`config.mk`:
```
export PLATFORM = sky130hd
export DESIGN_NAME = inst_fetch_unit
export DESIGN_NICKNAME = d
export VERILOG_FILES = /design/src/rtl/inst_fetch_unit.sv
export SDC_FILE = /design/constraint.sdc
export NUM_CORES = 1
export LEC_CHECK = 0
export ABC_CLOCK_PERIOD_IN_PS = 13760
export CAP_MARGIN = 20
export CORE_MARGIN = 3
export CORE_UTILIZATION = 56
export DETAILED_ROUTE_END_ITERATION = 10
export GPL_TIMING_DRIVEN = 1
export MAX_ROUTING_LAYER = met4
export PLACE_DENSITY_LB_ADDON = 0.08
export SLEW_MARGIN = 20
export SYNTH_ARGS = -nofsm -noshare
export SYNTH_HDL_FRONTEND = slang
export SYNTH_SLANG_ARGS = --single-unit
```
`constraint.sdc`:
```
create_clock -name CLK -period 13.76 [get_ports CLK]
set_clock_uncertainty 0.1 [all_clocks]
set_input_delay 2.064 -clock CLK [delete_from_list [all_inputs] [get_ports CLK]]
set_output_delay 2.064 -clock CLK [all_outputs]
set_load 0.1 [all_outputs]
```
`src/rtl/inst_fetch_unit.sv`:
```
// inst_fetch_unit: instruction prefetcher with a single outstanding memory request,
// a DEPTH-entry {pc, inst} FIFO and redirect flush that drains stale responses.
module inst_fetch_unit #(
  parameter int          DEPTH    = 4,
  parameter logic [31:0] RESET_PC = 32'h0000_0000
) (
  input  logic        CLK,
  input  logic        RST,
  output logic        mem_req,
  output logic [31:0] mem_addr,
  input  logic        mem_ack,
  input  logic [31:0] mem_rdata,
  input  logic        redirect_valid,
  input  logic [31:0] redirect_pc,
  output logic        inst_valid,
  output logic [31:0] inst,
  output logic [31:0] inst_pc,
  input  logic        inst_ready
);
  localparam int AW = $clog2(DEPTH);
  localparam int CW = $clog2(DEPTH + 1);
  localparam logic [CW-1:0] FULL = CW'(DEPTH);
  typedef enum logic [1:0] {IDLE, WAIT, DRAIN} state_t;
  state_t state_q, state_d;
  logic [31:0] fpc_q, fpc_d, addr_q, addr_d, tgt;
  logic [AW-1:0] head_q, head_d, tail_q, tail_d;
  logic [CW-1:0] count_q, count_d, count_pp;
  logic [31:0] pc_mem [DEPTH];
  logic [31:0] inst_mem [DEPTH];
  logic push, pop;
  assign tgt = redirect_pc & ~32'h3;
  always_comb begin
    push     = (state_q == WAIT) && mem_ack && !redirect_valid;
    pop      = (count_q != '0) && inst_ready && !redirect_valid;
    count_pp = count_q + CW'(push) - CW'(pop);
    count_d  = redirect_valid ? '0 : count_pp;
    head_d   = redirect_valid ? tail_q : head_q + AW'(pop);
    tail_d   = tail_q + AW'(push);
    fpc_d    = redirect_valid ? tgt : fpc_q;
    addr_d   = addr_q;
    state_d  = state_q;
    case (state_q)
      IDLE: begin
        addr_d  = fpc_d;
        state_d = (redirect_valid || count_q != FULL) ? WAIT : IDLE;
      end
      WAIT: begin
        if (redirect_valid) begin
          addr_d  = mem_ack ? tgt : addr_q;
          state_d = mem_ack ? WAIT : DRAIN;
        end else if (mem_ack) begin
          fpc_d   = fpc_q + 32'd4;
          addr_d  = fpc_d;
          state_d = (count_pp != FULL) ? WAIT : IDLE;
        end
      end
      DRAIN: begin
        // the response in flight belongs to the abandoned stream; drop it and refetch
        addr_d  = mem_ack ? fpc_d : addr_q;
        state_d = mem_ack ? WAIT : DRAIN;
      end
      default: state_d = IDLE;
    endcase
  end
  always_ff @(posedge CLK) begin
    if (RST) begin
      state_q <= IDLE;
      fpc_q   <= RESET_PC;
      addr_q  <= RESET_PC;
      head_q  <= '0;
      tail_q  <= '0;
      count_q <= '0;
    end else begin
      state_q <= state_d;
      fpc_q   <= fpc_d;
      addr_q  <= addr_d;
      head_q  <= head_d;
      tail_q  <= tail_d;
      count_q <= count_d;
    end
  end
  always_ff @(posedge CLK) begin
    if (push && !RST) begin
      pc_mem[tail_q]   <= addr_q;
      inst_mem[tail_q] <= mem_rdata;
    end
  end
  assign mem_req    = state_q != IDLE;
  assign mem_addr   = addr_q;
  assign inst_valid = count_q != '0;
  assign inst       = inst_mem[head_q];
  assign inst_pc    = pc_mem[head_q];
endmodule

```
==> run_results.csv <==
group,metric,value,unit
synth,yosysMostFrequentCell,"edfxtp_1",
routing,drt_iter0_drc,655,
timing,setup_tns,0,ps
final_layout,final_nets,1117,
timing,period_share,0.4153,
critical_path,arrival,3550,ps
final_layout,regArea,9156,µm²
timing,worst_pin_slew,1040,ps
synth,syn_nets,970,
cts,cts_tree,"done",
final_layout,final-instance-count-excl-fill,1391,
synth,synth.distinct_cells,76,
cts,ctsHoldBuffers,0,
cts,cts_made_buffers,35,
routing,wire_per_inst,21.47,µm
timing,setup_ws,8045,ps
routing,vias,8554,
grt,grt-ovfl-total,0,
synth,synth_edf_count,256,
timing,setup_violations,0,
cts,clk_latency,510,ps
place,dp.cells,1326,
cts,cts_root_buffer,"clkbuf_16",
timing,slew_headroom,0.3047,
synth,yosys_warnings,0,
final_layout,multi_input_area,4156,µm²
critical_path,critPathMaxFanout,47,
power_and_ir_drop,peakVddDrop,105.8,µV
synth,synth_common_cells,"edfxtp_1, dfxtp_1, mux4_2",
final_layout,fillCellCount,1699,
routing,drtPass1Iterations,7,
final_layout,area_delta_synth_final,21.67,%
power_and_ir_drop,power_density,139.6,nW/µm²
timing,finalCriticalPeriod,5715,ps
synth,synth_ff_type,"edfxtp_1",
cts,cts_setup_buffers,0,
synth,synth_area_per_cell,15.21,µm²
die,coreArea,23680,µm²
cts,htreeDepth,2,
die,die-area,26270,µm²
timing,hold_viol,0,
synth,ys_ff_latch,329,
routing,finalWirelength,29.87,mm
die,die_height,162.1,µm
critical_path,required,11600,ps
die,die-width,162.1,µm
synth,synth_largest_area_cell,"edfxtp_1",
routing,vias_per_cell,6.150,
cts,ctsResizeCount,0,
power_and_ir_drop,power_leakage,5.249,nW
routing,drcViolationCount,0,
critical_path,critical_path_class,"reg2out",
grt,grt_pass1_vias,8382,
cts,cts_buffer_depth,3,
grt,grt_start_max_net_pins,67,
die,initial_utilization,0.5761,
grt,grt_pass1_wl,47.06,mm
grt,antenna_found_initial,2,
grt,grt_usage,0.2349,
die,io_pins,167,
timing,max_freq,175.0,MHz
synth,ys_seq_area_frac,0.6706,
critical_path,endpoint_kind,"output pin",
place,hpwl,18.03,mm
cts,clk_pin_slew_worst_paths,60,ps
final_layout,final_util,0.7009,
synth,netlist_area,13640,µm²
final_layout,drive_above_1_share,0.1411,
synth,ys_top_cells_by_area,"edfxtp_1, dfxtp_1, mux4_2",
synth,syn_inst,897,
hold_path,hp-class,"reg2reg",
synth,async_flop_share,0,
timing,slew_viol_final,0,
power_and_ir_drop,total_power,2.317,mW
die,rows,56,
place,io_buffer_count,164,
synth,synth_top_cell_area_share,0.5635,
place,place_ws,7823,ps
job,max-cap-violations,0,
place,place_congestion,0.9062,
timing,grt_setup_unrepaired,"no",
outcome,status,"finished clean",
routing,antenna_left,0,
cts,cts.sinks,329,
critical_path,startpoint_type,"flop",
[worst paths after layout]
check	from	to	slack, ps	cells past startpoint
setup / recovery	head_q[0]	inst[14]	8050	3
setup reg to reg	state_q[1]	state_q[0]	10180	11
hold reg to reg	fpc_q[1]	fpc_q[1]	360	1
hold / removal	fpc_q[1]	fpc_q[1]	360	1
[placed cells by master, fill, tap and decap left out, types with 21 or more instances in the layout]
cell and instances:
edfxtp_1 256, clkdlybuf4s50_1 162, dfxtp_1 71, mux4_2 64, nand2_1 52, o21ai_0 43, nor2_1 38, a21oi_1 37
clkbuf_16 36, nand3_1 21
[power by group]
group	switching (mW)	internal (mW)
logic	0.208	0.0840
clock network	0.361	0.537
registers	0.0300	1.10
total	0.599	1.72
[state kept, by name, summed over array words and instances, names as in the netlist]
signal and flops:
tail_q 2, head_q 2, state_q 2, inst_mem 128
fpc_q 32, count_q 3, pc_mem 128, mem_addr 32
[area by class of cell]
cell class | count | area share
Sequential cell | 329 | 0.5516
Multi-Input combinational cell | 489 | 0.2504
Timing Repair Buffer | 178 | 0.1046
Clock buffer | 52 | 0.05970
Tap cell | 319 | 0.02404
Clock inverter | 11 | 0.006859
Inverter | 11 | 0.002487
Antenna cell | 2 | 0.0003015
[through the flow]
| step | hold slack, ps | cell area (µm²) |
|---|---|---|
| 2_1_floorplan | 328.9 | 13640 |
| 3_3_place_gp | 343.1 | 15490 |
| 3_5_place_dp | 344.8 | 15490 |
| 4_1_cts | 361.9 | 16590 |
| 5_1_grt | 375.1 | 16600 |
| 6_report | 358.9 | 16600 |
[critical path, stage by stage (launching register included)]
cell and delay [ps]:
dfxtp_4 590, buf_4 800, mux4_2 640, clkdlybuf4s50_1 990
[logic make-up after synthesis]
kind of cell               Yosys count  synth area share
muxes                               71            0.1110
DFF                                329            0.6706
adders and majority gates            4          0.004219
buffers and inverters               79           0.02632
and+or+nand+nor                    222           0.09162
xor gates and xnor gates            20           0.01284
AOI/OAI and AO/OA                  172           0.08346
[routing by layer]
layer | global-route usage | wire length [µm] | vias up
li1 | - | - | 3896
met1 | 0.3303 | 12850 | 4271
met2 | 0.3701 | 14600 | 335
met3 | 0.02984 | 1714 | 52
met4 | 0.06475 | 710 | 0
met5 | - | 0 | -
(Power assumes the default switching activity.)
